<file path="config.mk">
export PLATFORM = sky130hd
export DESIGN_NAME = control_unit
export DESIGN_NICKNAME = d
export VERILOG_FILES = /design/src/rtl/control_unit.sv
export SDC_FILE = /design/constraint.sdc
export NUM_CORES = 1
export LEC_CHECK = 0
export ABC_AREA = 1
export BUFFER_PORTS_ARGS = -buffer_cell sky130_fd_sc_hd__buf_2
export CORE_UTILIZATION = 41
export DETAILED_ROUTE_END_ITERATION = 7
export GPL_TIMING_DRIVEN = 0
export PLACE_DENSITY = 0.86
export SETUP_SLACK_MARGIN = 0.2
export SLEW_MARGIN = 20
export SYNTH_ARGS = -nofsm -noshare
export SYNTH_HDL_FRONTEND = slang
export SYNTH_SLANG_ARGS = --single-unit
</file>
<file path="constraint.sdc">
create_clock -name CLK -period 1.25 [get_ports CLK]
set_clock_uncertainty 0.1 [all_clocks]
set_input_delay 0.25 -clock CLK [delete_from_list [all_inputs] [get_ports CLK]]
set_output_delay 0.25 -clock CLK [all_outputs]
set_load 0.03 [all_outputs]
</file>
<file path="src/rtl/control_unit.sv">
// Multi-cycle instruction sequencer: fetches 16-bit words from a registered ROM,
// decodes them and drives register-file, ALU and data-memory controls.
module control_unit (
   input  logic        CLK,
   input  logic        Reset,
   input  logic [15:0] IR_data,
   output logic [6:0]  PC_addr,
   output logic        IR_rd,
   output logic [7:0]  D_addr,
   output logic        D_wr,
   output logic        MuxSel,
   output logic [3:0]  RF_W_Addr,
   output logic        RF_W_en,
   output logic [3:0]  RF_A_addr,
   output logic [3:0]  RF_B_addr,
   output logic [2:0]  ALU_s,
   output logic        Halted,
   output logic [3:0]  State
);

   typedef enum logic [3:0] {
      S_INIT   = 4'd0,
      S_FETCH  = 4'd1,
      S_DECODE = 4'd2,
      S_LOAD_A = 4'd3,
      S_LOAD_B = 4'd4,
      S_STORE  = 4'd5,
      S_ADD    = 4'd6,
      S_SUB    = 4'd7,
      S_NOOP   = 4'd8,
      S_HALT   = 4'd9
   } state_t;

   localparam logic [2:0] ALU_PASS = 3'b000;
   localparam logic [2:0] ALU_ADD  = 3'b001;
   localparam logic [2:0] ALU_SUB  = 3'b010;

   state_t      r_state;
   state_t      w_next;
   logic [6:0]  r_pc;
   // Only the operand fields are kept; the opcode is consumed while in DECODE.
   logic [11:0] r_ir;
   logic [3:0]  w_opcode;

   assign w_opcode = IR_data[15:12];
   assign PC_addr  = r_pc;
   assign State    = r_state;

   // NOTE: sequential state uses non-blocking assignments so every register
   // samples the pre-edge values of the others, regardless of statement order.
   always_ff @(posedge CLK) begin
      if (Reset) begin
         r_state <= S_INIT;
         r_pc    <= 7'd0;
         r_ir    <= 12'd0;
      end else begin
         r_state <= w_next;
         if (r_state == S_FETCH) begin
            r_pc <= r_pc + 7'd1;
         end
         if (r_state == S_DECODE) begin
            r_ir <= IR_data[11:0];
         end
      end
   end

   // NOTE: every output and the next state get a default before the case, so
   // no path through the block leaves a variable unassigned (no latches).
   always_comb begin
      w_next    = r_state;
      IR_rd     = 1'b0;
      D_addr    = 8'd0;
      D_wr      = 1'b0;
      MuxSel    = 1'b0;
      RF_W_Addr = 4'd0;
      RF_W_en   = 1'b0;
      RF_A_addr = 4'd0;
      RF_B_addr = 4'd0;
      ALU_s     = ALU_PASS;
      Halted    = 1'b0;

      case (r_state)
         S_INIT: begin
            w_next = S_FETCH;
         end
         S_FETCH: begin
            IR_rd  = 1'b1;
            w_next = S_DECODE;
         end
         S_DECODE: begin
            case (w_opcode)
               4'h1:    w_next = S_LOAD_A;
               4'h2:    w_next = S_STORE;
               4'h3:    w_next = S_ADD;
               4'h4:    w_next = S_SUB;
               4'h5:    w_next = S_HALT;
               default: w_next = S_NOOP;
            endcase
         end
         S_LOAD_A: begin
            D_addr    = r_ir[11:4];
            RF_W_Addr = r_ir[3:0];
            MuxSel    = 1'b1;
            w_next    = S_LOAD_B;
         end
         // Second LOAD cycle: memory read data is now valid, commit it.
         S_LOAD_B: begin
            D_addr    = r_ir[11:4];
            RF_W_Addr = r_ir[3:0];
            MuxSel    = 1'b1;
            RF_W_en   = 1'b1;
            w_next    = S_FETCH;
         end
         S_STORE: begin
            RF_A_addr = r_ir[11:8];
            D_addr    = r_ir[7:0];
            D_wr      = 1'b1;
            w_next    = S_FETCH;
         end
         S_ADD, S_SUB: begin
            RF_A_addr = r_ir[11:8];
            RF_B_addr = r_ir[7:4];
            RF_W_Addr = r_ir[3:0];
            ALU_s     = (r_state == S_ADD) ? ALU_ADD : ALU_SUB;
            RF_W_en   = 1'b1;
            w_next    = S_FETCH;
         end
         S_NOOP: begin
            w_next = S_FETCH;
         end
         S_HALT: begin
            Halted = 1'b1;
            w_next = S_HALT;
         end
         default: begin
            w_next = S_INIT;
         end
      endcase
   end

endmodule

</file>
==> results by group, run 1 <==
Floorplan
  • Ports: between 50 and 60
  • Placement row count: 19
  • Initial Util: 0.431
  • Die width: 55.8 microns
  • Die height: between 50 and 60 microns

STA
  • GRT worst endpoint: D_addr[7]
  • Worst ep type: output port

Placed design
  • Placer Congestion: 0.830
  • Post-DP Area: 1820 sq um
  • HPWL Detailed: 2460 microns
  • IO buf count: 55

CTS
  • CTS Buf Count: 3
  • Sink Count: 23
  • H-tree Lvls: 1
  • CTS root buffer: clkbuf_4
  • Clk buf depth: 2

Logic synthesis
  • Netlist Area Pre-Place: 1190 sq um
  • Seq/Total Area, Yosys: 0.387
  • Yosys warns: 0
  • Synth cell types: 20
  • Post-synthesis instance total: 177
  • Synthesized flop and latch total: 23
  • Syn Area/Cell: between 6 and 7 sq um
  • Syn nets: 196

Outcome
  • Stopping stage: global routing
  • Status: aborted with a tool error
  • Log Error: [ERROR DPL-0033] detailed placement checks failed during check placement.

Global route
  • Largest net degree at the start of global routing: 14
  • Initial antenna violation count: 0
## metrics by stage
stage	instances	hold slack, ps	worst slack, ps
after CTS	286	47.3	-714
after detailed placement	263	370	-649
after global placement	263	362	-624
after floorplan	177	209	-643
## logic make-up after synthesis
kind of cell,Yosys count,share of synthesized area
buffers and inverters,35,0.117
and+or+nand+nor,71,0.272
DFF,23,0.387
other,1,0.00315
adders and majority gates,1,0.0105
AOI/OAI and AO/OA,45,0.203
xor gates and xnor gates,1,0.00737
## what timing repair did
action | in CTS
setup buffers | 18
hold buffers | 0
gates resized for setup | 67
endpoints found under the hold margin | 0
pin swaps | 9
gates cloned | 1
endpoints found under the setup margin | 61
## synthesized netlist by cell type
library cell / n / area [sq um]
a31oi_1: 2 / 12.5
inv_2: 2 / 7.51
nand3_1: 8 / 40.0
buf_2: 3 / 15.0
o22ai_1: 8 / 50.1
nand2_1: 27 / 101
xor2_1: 1 / 8.76
nor2_1: 27 / 101
nor2_4: 3 / 33.8
buf_4: 1 / 7.51
ha_1: 1 / 12.5
nand3_2: 1 / 10.0
o21ai_0: 16 / 80.1
o21ai_2: 1 / 8.76
a21oi_1: 18 / 90.1
dfxtp_1: 23 / 460
conb_1: 1 / 3.75
nand4_1: 4 / 25.0
inv_1: 29 / 109
nand2_4: 1 / 11.3
==> run 2: changes to the inputs <==
CORE_AREA = 2 2 63 65   (was not set)
CORE_UTILIZATION = not set   (was 41)
DIE_AREA = 0 0 65 67   (was not set)
PLACE_DENSITY = not set   (was 0.86)
PLACE_DENSITY_LB_ADDON = 0.15   (was not set)
SETUP_SLACK_MARGIN = not set   (was 0.2)
clock period = 1.6 ns   (was 1.25 ns; I/O delays follow)
==> results by group, run 2 <==
CTS
  • Sink Count: 23 (unchanged)
  • CTS root buffer: clkbuf_8
  • Clk buf depth: 2 (unchanged)
  • CTS Buf Count: 3 (unchanged)
  • Clk Latency, worst-skew pair: 280 ps
  • CTS clock-pin slew for the worst setup and hold paths: 80 ps
  • H-tree Lvls: 1 (unchanged)
  • TritonCTS clock tree: yes

Floorplan
  • Ports: 57 (unchanged)
  • Placement row count: 22 (+3)
  • Initial Util: 0.330 (-0.101)
  • Die width: 65 microns (+16%)
  • Die height: 67 microns (+20%)
  • Die area: between 4000 and 5000 sq um
  • Core area: ~3600 sq um

Logic synthesis
  • Area contributors post-synth: dfxtp_1, inv_1, nand2_1
  • Top cell type's share of synthesized area: 0.387 (unchanged)
  • Syn nets: 196 (unchanged)
  • Seq/Total Area, Yosys: 0.387 (unchanged)
  • Synthesized flop and latch total: 23 (unchanged)
  • Most frequent cell after synthesis: inv_1
  • Syn Area/Cell: 6.72 sq um (unchanged)
  • Post-synth ARST share: 0 (unchanged)
  • Post-synth EDFFs: 0 (unchanged)
  • Yosys warns: 0 (unchanged)
  • Post-synthesis instance total: 177 (unchanged)
  • Main synth FF type: dfxtp_1
  • Synth cell count leaders: inv_1, nand2_1, nor2_1
  • Synth cell types: 20 (unchanged)
  • Dominant cell type by area after synthesis: dfxtp_1
  • Netlist Area Pre-Place: 1190 sq um (unchanged)

STA
  • Setup ws final: -360 ps
  • Unrepaired setup endpoints after global routing: true
  • Setup_tns: -6650 ps
  • Highest clock rate: 0.510 GHz
  • Final period utilization: 1.23
  • Slew Viols, Final: 0
  • Final setup fails: 28
  • Tmin final: 1960 ps
  • Hold Vio Cnt, Final: 0
  • Fin Hold WS: just under 200 ps

Pwr
  • Worst IR drop on VDD: approximately 0.4 mV
  • Logic pwr share: 0.377
  • Switching share of power: 0.373
  • Part of the power in registers: 0.398
  • P_leak: ~0.00090 uW
  • Clock power share: 0.225
  • P_sw: 627 uW
  • Tot Pwr: approximately 1700 uW
  • Internal power: roughly 1100 uW
  • Total power divided by cell area: 782 nW/um^2

Global route
  • Number of global-route vias before repair: 1309
  • Initial antenna violation count: 0
  • Largest net degree at the start of global routing: 14
  • GRT Util Overall: 0.184
  • Overflow after GRT: 0
  • First-pass GRT wire length: 6150 microns

Finish
  • Area Overhead vs Synth: 81.2%
  • Multi-input logic area: 840 sq um
  • Antenna cell count: 0
  • Commonest cells after routing, fill and taps aside: buf_2, nand2_1, inv_1, buf_6, nor2_1
  • Final core occ: 0.597
  • Max reg flops: 12
  • Register area: 475 sq um
  • Biggest register: r_ir
  • Fillers: 341
  • Commonest non-fill, non-tap cell in the layout: buf_2
  • Fraction of layout cells with a size suffix above 1: 0.478
  • NumNets Final: 275

Placed design
  • IO buf count: 55 (unchanged)
  • Placer Congestion: 0.755 (-9.0%)
  • HPWL Detailed: 2450 microns (-0.24%)

Worst setup path
  • Setup Crit Path Kind: register to output port
  • Crit-path max cell delay: roughly 400 ps
  • Crit-path cells: inv_4, nand2_4, o21ai_4, clkinvlp_4, buf_12, o22ai_4, buf_6
  • Endpoint class of the critical path: output port
  • Req. time, crit path: about 1200 ps
  • Slowest-stage cell, CP: dfxtp_4
  • Worst-path fanout max: 8
  • WP data arrival: 1540 ps
  • Worst Setup Start Kind: register

Outcome
  • Failing checks: setup timing
  • Status: complete, but fails checks

Detailed routing
  • DRT iter0 DRCs: 34
  • Routed vias/inst: 4.68
  • Remaining DRCs: 0
  • Final wirelength: 3890 microns
  • Final ANT Viol Nets: 0
  • Average wire per standard cell: 12.8 microns
  • 1st-pass router iterations: 4
  • Vias: 1418

Min path
  • Hold crit path type: input pin to register

Job
  • Max-cap violations: 0
run 2: cell counts after synthesis:
Identical to the previous run, type by type.
run 2: worst max-delay path, delay by kind of cell, from the launching register on:
| kind | cells | cell delay, ps |
|---|---|---|
| buffers and inverters | 4 | 520 |
| AOI/OAI and AO/OA | 2 | 290 |
| and+or+nand+nor | 1 | 60 |
| DFF | 1 | 390 |
run 2: per-stage QoR:
step | cell area, sq um | cells | setup slack (ps)
2_1_floorplan | 1390 | 177 | -364
6_report | 2150 | 303 | -360
4_1_cts | 2080 | 299 | -319
3_3_place_gp | 1720 | 280 | -376
5_1_grt | 2150 | 303 | -422
3_5_place_dp | 1720 | 280 | -380
run 2: final cells by class:
class                           count  area share
Multi-Input combinational cell    120       0.390
Timing Repair Buffer               73       0.266
Sequential cell                    23       0.221
Inverter                           31      0.0633
Tap cell                           48      0.0279
Clock buffer                        3      0.0192
Buffer                              4      0.0105
Clock inverter                      1     0.00232
run 2: power by group through the flow:
stage | Clock (uW) | Combinational (uW) | Sequential (uW)
finish | 379 | 634 | 670
global route | 410 | 689 | 676
CTS | 388 | 605 | 668
detailed placement | 0 | 448 | 681
global placement | 0 | 446 | 682
floorplan | 0 | 297 | 720
run 2: metal layers:
layer  part of all wire  wire length [microns]  GRT usage
met1               0.43                   1680      0.233
met2               0.50                   1940      0.312
met3              0.058                    225     0.0355
met4              0.012                     48     0.0638
met5                  0                      0          0
run 2: path summary, 6_finish.rpt:
kind / start / end / slack [ps] / cells past startpoint
max: State[1]$_SDFF_PP0_ / D_addr[5] / -360 / 7
min: Reset / State[1]$_SDFF_PP0_ / 190 / 2
max reg2reg: State[1]$_SDFF_PP0_ / PC_addr[5]$_SDFFE_PP0P_ / -20 / 9
min reg2reg: PC_addr[2]$_SDFFE_PP0P_ / PC_addr[2]$_SDFFE_PP0P_ / 400 / 2
run 2: cells by family (layout without fill, tap and decap cells):
family                   count (synthesis)  in the layout  synth area share
XOR/XNOR                                 1              1           0.00737
AND/OR/NAND/NOR                         71             72             0.272
AO/OA/AOI/OAI                           45             45             0.203
flip-flops                              23             23             0.387
other                                    1              1           0.00315
adder cells (fa/ha/maj)                  1              1            0.0105
buffers and inverters                   35            112             0.117
run 2: what timing repair did:
action | in CTS | in global routing
endpoints found under the hold margin | 0 | 0
cloned | 0 | 1
resized for setup | 45 | 20
buffers inserted | 16 | 5
pin swaps | 7 | 12
hold buffers | 0 | 0
setup endpoints to repair | 25 | 28
Note: power is estimated with default switching activity, not from simulation.
==> run 3: changes to the inputs <==
ABC_AREA = not set   (was 1)
==> results by group, run 3 <==
Finish
  • Design area: 2580 sq um (+20%)
  • Fraction of layout cells with a size suffix above 1: 0.720 (+0.241)
  • Commonest cells after routing, fill and taps aside: buf_6, buf_2, dfxtp_1, nand2_1
  • Area Overhead vs Synth: 108%
  • Fillers: 255 (-25%)
  • NumNets Final: 266 (-3.3%)
  • Antenna cell count: 0 (unchanged)
  • Multi-input logic area: 1100 sq um (+31%)
  • Register area: 478 sq um (+0.53%)
  • Biggest register: r_ir
  • Max reg flops: 12 (unchanged)
  • Final core occ: 0.716 (+0.119)
  • Commonest non-fill, non-tap cell in the layout: buf_6
  • Fin cells: 294 (-3.0%)

Detailed routing
  • 1st-pass router iterations: 4 (unchanged)
  • Remaining DRCs: 0 (unchanged)
  • Final ANT Viol Nets: 0 (unchanged)
  • DRT iter0 DRCs: 73 (+110%)
  • Average wire per standard cell: 16.3 microns (+27%)
  • Final wirelength: 4780 microns (+23%)
  • Vias: 1506 (+6.2%)
  • Routed vias/inst: 5.12 (+9.5%)

Logic synthesis
  • Seq/Total Area, Yosys: 0.372 (-0.0157)
  • Syn Area/Cell: 7.84 sq um (+17%)
  • Post-synth EDFFs: 0 (unchanged)
  • Dominant cell type by area after synthesis: dfxtp_1
  • Syn nets: 177 (-9.7%)
  • Simple-Gate Fraction of Synth Area: 0.331 (+0.0597)
  • Adder-Cell Fraction of Synth Area: 0.0101 (-0.000425)
  • Top cell type's share of synthesized area: 0.372 (-0.0157)
  • Netlist Area Pre-Place: 1240 sq um (+4.2%)
  • Post-synth ARST share: 0 (unchanged)
  • Synth Area in Compound Gates: 0.215 (+0.0120)
  • Synth Area in XOR/XNOR: 0.00707 (-0.000298)
  • Synth cell types: 35 (+75%)
  • Post-synthesis instance total: 158 (-11%)
  • Main synth FF type: dfxtp_1
  • Largest family of logic cells by synthesized area: simple AND/OR/NAND/NOR gates
  • Area contributors post-synth: dfxtp_1, nand2_1, a21oi_1
  • Synth cell count leaders: nand2_1, dfxtp_1, a21oi_1
  • Synthesized flop and latch total: 23 (unchanged)
  • Mux cell area share after synthesis: 0 (unchanged)
  • Yosys warns: 0 (unchanged)
  • Most frequent cell after synthesis: nand2_1

Pwr
  • Clock power share: 0.211 (-0.014)
  • P_sw: 608 uW (-3.1%)
  • P_leak: 0.00109 uW (+22%)
  • Worst IR drop on VDD: 0.458 mV (+15%)
  • Internal power: 1140 uW (+8.4%)
  • Part of the power in registers: 0.385 (-0.013)
  • Logic pwr share: 0.404 (+0.027)
  • Total power divided by cell area: 679 nW/um^2 (-13%)
  • Tot Pwr: 1750 uW (+4.1%)
  • Switching share of power: 0.347 (-0.0258)

STA
  • Tmin final: 2090 ps (+132 ps)
  • Final period utilization: 1.31 (+0.0826)
  • Worst-margin pin slew: ~640 ps
  • Final setup fails: 50 (+79%)
  • Setup ws final: -493 ps (-132 ps)
  • Unrepaired setup endpoints after global routing: true
  • Relative slew slack: 0.571
  • Setup_tns: -15920 ps (-9270 ps)
  • Slew Viols, Final: 0 (unchanged)
  • Highest clock rate: 0.478 GHz (-6.3%)
  • Hold Vio Cnt, Final: 0 (unchanged)

CTS
  • Hold-fix buffer count after cts: 0 (unchanged)
  • TritonCTS clock tree: yes
  • CTS Buf Count: 3 (unchanged)
  • CTS clock-pin slew for the worst setup and hold paths: 80 ps (about the same)
  • H-tree Lvls: 1 (unchanged)
  • CTS root buffer: clkbuf_8
  • Sink Count: 23 (unchanged)
  • Clk buf depth: 2 (unchanged)
  • Clk Latency, worst-skew pair: 270 ps (about the same)

Worst setup path
  • Crit-path cells: buf_8, buf_4, buf_6, or2b_1, a21oi_4, and2_4, buf_6
  • Setup Crit Path Kind: register to output port
  • Worst-path fanout max: 4 (-4)
  • R2r setup slk: -380 ps (-360 ps)
  • Crit-path max cell delay: 360 ps (-30 ps)
  • Family with the most delay on the worst path: simple AND/OR/NAND/NOR gates
  • Req. time, crit path: 1180 ps (about the same)
  • Worst Setup Start Kind: register
  • Reg-to-Reg End: r_ir[1]$_SDFFE_PP0P_
  • Crit-path most repeated cell: buf_6
  • Reg2reg start: State[2]$_SDFF_PP0_
  • Endpoint class of the critical path: output port
  • Slowest-stage cell, CP: dfxtp_4
  • Reg2reg path depth: 8 (-1)
  • WP data arrival: 1670 ps (+130 ps)
  • WP buf/inv: 4 (unchanged)

Job
  • Max-cap violations: 0 (unchanged)

Global route
  • Largest net degree at the start of global routing: 13 (-1)
  • GRT Util Overall: 0.213 (+0.0291)
  • Overflow after GRT: 0 (unchanged)
  • Number of global-route vias before repair: 1511 (+15%)
  • Initial antenna violation count: 0 (unchanged)
  • First-pass GRT wire length: 7160 microns (+16%)

Floorplan
  • Ports: 57 (unchanged)
  • Die height: 67 microns (unchanged)
  • Initial Util: 0.344 (+0.0139)
  • Placement row count: 22 (unchanged)
  • Die width: 65 microns (unchanged)
  • Core area: 3610 sq um (unchanged)
  • Die area: 4360 sq um (unchanged)

Outcome
  • Failing checks: setup timing
  • Status: complete, but fails checks

Min path
  • Min-Delay Path Depth: 3 (+1)
  • Hold crit path type: input pin to register
  • Hold Path Sink: r_ir[7]$_SDFFE_PP0P_
  • Worst Min Path Start: IR_data[7]

Placed design
  • IO buf count: 55 (unchanged)
  • HPWL Detailed: 2590 microns (+5.5%)
  • Placed instance count: 261 (-6.8%)
  • Post-DP Area: 1740 sq um (+1.2%)
  • Placer Congestion: 0.784 (+3.9%)
[run 3: cell count changes in the layout (fill, tap and decap cells not counted), sizes merged, moves of 7 or more]
cell   delta
a22o      +8
and2      +8
nand3     -7
o21ai    -11
inv      -27
buf      +20
o22ai     -8
nor2     -26
[run 3: tightest hold or removal path, delay by kind of cell]
kind	cells	cell delay (ps)
AND/OR/NAND/NOR	1	50
buffers and inverters	1	100
AO/OA/AOI/OAI	1	50
[run 3: worst max-delay path by stage]
stage              endpoint           startpoint  cells after the start
3_5_place_dp      D_addr[0]  State[2]$_SDFF_PP0_                      5
6_report       RF_W_Addr[0]  State[2]$_SDFF_PP0_                      7
3_3_place_gp      D_addr[0]  State[2]$_SDFF_PP0_                      5
2_1_floorplan     D_addr[0]  State[2]$_SDFF_PP0_                      4
5_1_grt        RF_W_Addr[0]  State[2]$_SDFF_PP0_                      7
4_1_cts           D_addr[0]  State[2]$_SDFF_PP0_                      6
[run 3: power by group through the flow]
stage          registers [uW]  logic [uW]  clock network, uW
3_5_place_dp              676         383                  0
5_1_grt                   681         752                413
2_1_floorplan             703         244                  0
4_1_cts                   665         591                374
3_3_place_gp              672         375                  0
6_report                  675         708                369
[run 3: what timing repair did]
item,in CTS,in global routing
pin swaps,13,23
gates resized for setup,110,50
setup buffers,23,10
cloned,1,1
setup endpoints to repair,45,50
[run 3: final cells by class]
type / instances / area share
Buffer: 10 / 0.0460
Inverter: 3 / 0.00776
Tap cell: 48 / 0.0233
Clock buffer: 4 / 0.0175
Multi-Input combinational cell: 120 / 0.427
Sequential cell: 23 / 0.185
Timing Repair Buffer: 86 / 0.294
[run 3: kinds of logic (layout without fill, tap and decap cells)]
| kind of cell | count (synthesis) | count (layout) |
|---|---|---|
| AO/OA/AOI/OAI | 43 | 43 |
| XOR/XNOR | 1 | 1 |
| adder cells (fa/ha/maj) | 1 | 1 |
| buffers and inverters | 15 | 103 |
| flip-flops | 23 | 23 |
| other | 1 | 1 |
| AND/OR/NAND/NOR | 74 | 74 |
[run 3: metrics by stage]
stage | setup slack, ps | hold slack [ps]
after detailed placement | -410 | 374
after global placement | -404 | 362
after floorplan | -422 | 356
after global routing | -557 | 197
final | -493 | 197
after CTS | -510 | 186
[run 3: routing by layer]
layer	up-vias	share of wire	GRT usage
li1	731	-	-
met1	723	0.41	0.258
met2	45	0.54	0.393
met3	7	0.040	0.0220
met4	0	0.012	0.0691
met5	-	0	0
==> run 4: changes to the inputs <==
BUFFER_PORTS_ARGS = not set   (was -buffer_cell sky130_fd_sc_hd__buf_2)
DONT_BUFFER_PORTS = 1   (was not set)
==> results by group, run 4 (same netlist as run 3, synthesis figures left out) <==
CTS
  • Clk Latency, worst-skew pair: 260 ps (about the same)
  • Hold-fix buffer count after cts: 0 (unchanged)
  • Clk buf depth: 2 (unchanged)
  • CTS root buffer: clkbuf_8
  • TritonCTS clock tree: yes
  • CTS Buf Count: 3 (unchanged)
  • CTS clock-pin slew for the worst setup and hold paths: 80 ps (about the same)
  • Sink Count: 23 (unchanged)
  • H-tree Lvls: 1 (unchanged)

Finish
  • Area Overhead vs Synth: 71.3%
  • Max reg flops: 12 (unchanged)
  • Antenna cell count: 0 (unchanged)
  • NumNets Final: 203 (-24%)
  • Fraction of layout cells with a size suffix above 1: 0.645 (-0.0747)
  • Fillers: 309 (+21%)
  • Commonest cells after routing, fill and taps aside: dfxtp_1, buf_6, nand2_1, a21oi_2, nand2_4
  • Biggest register: r_ir
  • Fin cells: 231 (-21%)
  • Final core occ: 0.588 (-0.127)

STA
  • Setup ws final: -715 ps (-223 ps)
  • Hold Vio Cnt, Final: 0 (unchanged)
  • Worst-margin pin slew: 703 ps (+65.3 ps)
  • Unrepaired setup endpoints after global routing: true
  • Highest clock rate: 0.432 GHz (-9.6%)
  • Slew Viols, Final: 0 (unchanged)
  • Final setup fails: 50 (unchanged)
  • Setup_tns: -25130 ps (-9210 ps)
  • Tmin final: 2320 ps (+223 ps)
  • Final period utilization: 1.45 (+0.139)
  • Relative slew slack: 0.531 (-0.0403)

Worst setup path
  • Worst-path fanout max: 6 (+2)
  • Endpoint class of the critical path: output port
  • Setup Crit Path Kind: register to output port
  • Worst Setup Start Kind: register
  • WP data arrival: 1900 ps (+230 ps)
  • Req. time, crit path: 1180 ps (about the same)

Detailed routing
  • Met3 wire len: 228 microns (+20%)
  • Metal2 WL: 2130 microns (-17%)
  • Remaining DRCs: 0 (unchanged)
  • Vias: 1259 (-16%)
  • Average wire per standard cell: 17.0 microns (+4.5%)
  • DRT iter0 DRCs: 38 (-48%)
  • 1st-pass router iterations: 4 (unchanged)
  • Final wirelength: 3930 microns (-18%)
  • Max Used Layer: met4
  • Final ANT Viol Nets: 0 (unchanged)
  • WL met1: 1520 microns (-23%)
  • Routed vias/inst: 5.45 (+6.4%)

Placed design
  • Placed instance count: 206 (-21%)
  • IO buf count: 0 (-100%)
  • HPWL Detailed: 2500 microns (-3.5%)
  • Placer Congestion: 0.712 (-9.2%)

Outcome
  • Status: complete, but fails checks
  • Failing checks: setup timing

Floorplan
  • Ports: 57 (unchanged)
  • Die width: 65 microns (unchanged)
  • Initial Util: 0.344 (unchanged)
  • Die height: 67 microns (unchanged)
  • Die area: 4360 sq um (unchanged)
  • Placement row count: 22 (unchanged)
  • Core area: 3610 sq um (unchanged)

Pwr
  • Tot Pwr: 1620 uW (-7.7%)
  • Total power divided by cell area: 762 nW/um^2 (+12%)
  • Worst IR drop on VDD: 0.511 mV (+12%)
  • P_leak: 0.000752 uW (-31%)

Job
  • Max-cap violations: 0 (unchanged)

Global route
  • GRT Util Overall: 0.176 (-0.0378)
  • Number of global-route vias before repair: 1229 (-19%)
  • First-pass GRT wire length: 5840 microns (-18%)
  • Initial antenna violation count: 0 (unchanged)
  • Largest net degree at the start of global routing: 13 (unchanged)
  • Overflow after GRT: 0 (unchanged)

Min path
  • Hold crit path type: input pin to register
## run 4: changes by cell type in the layout (fill, tap and decap cells not counted), moves of 2 or more
cell       change
buf_8          -4
a21oi_4        +3
buf_6         -26
clkbuf_16      +2
o31ai_2        -2
o31ai_4        +2
a21oi_1        -3
buf_2         -28
buf_4          -8
## run 4: path summary, 6_finish.rpt
| check | start | end | slack, ps | depth (start not counted) |
|---|---|---|---|---|
| setup reg to reg | State[2]$_SDFF_PP0_ | State[0]$_SDFF_PP0_ | -620 | 10 |
| hold / removal | IR_data[0] | r_ir[0]$_SDFFE_PP0P_ | 90 | 2 |
| hold reg to reg | r_ir[11]$_SDFFE_PP0P_ | r_ir[11]$_SDFFE_PP0P_ | 410 | 2 |
| setup / recovery | State[2]$_SDFF_PP0_ | D_addr[6] | -720 | 4 |
## run 4: timing repair
action	CTS	global route
resized for setup	61	54
buffers inserted	11	9
pin swaps	15	24
gates cloned	3	0
endpoints found under the setup margin	48	50
## run 4: per-layer routing
layer  vias to the layer above  GRT usage
li1                        612          -
met1                       606      0.198
met2                        35      0.323
met3                         6     0.0439
met4                         0     0.0532
met5                         -          0
## run 4: worst max-delay path: stages, from the launching register on
cell	delay, ps
dfxtp_4	420
buf_8	110
or3b_4	400
a21oi_4	420
a22o_4	270
## run 4: cell type report
type / instances / area (sq um) / area share
repair buffers: 20 / 224 / 0.106
inverters: 3 / 15.0 / 0.00708
clock buffers: 4 / 45.0 / 0.0212
plain buffers: 12 / 138 / 0.0649
flip-flops and latches: 23 / 478 / 0.225
well taps: 48 / 60.1 / 0.0283
multi-input cells: 121 / 1160 / 0.548
## run 4: per-stage QoR
step,instance area [sq um],worst slack [ps],hold WS (ps)
after floorplan,1410,-422,356
after CTS,1870,-760,73.9
final,2120,-715,89.4
after global routing,2120,-768,89.1
after detailed placement,1470,-557,363
after global placement,1470,-539,360
## run 4: report_power, final
group          total (uW)  switching (uW)  leakage [uW]  internal, uW
combinational         536             276      0.000539           260
clock                 362             185     0.0000228           178
sequential            719             104      0.000190           615
total                1620             565      0.000752          1050
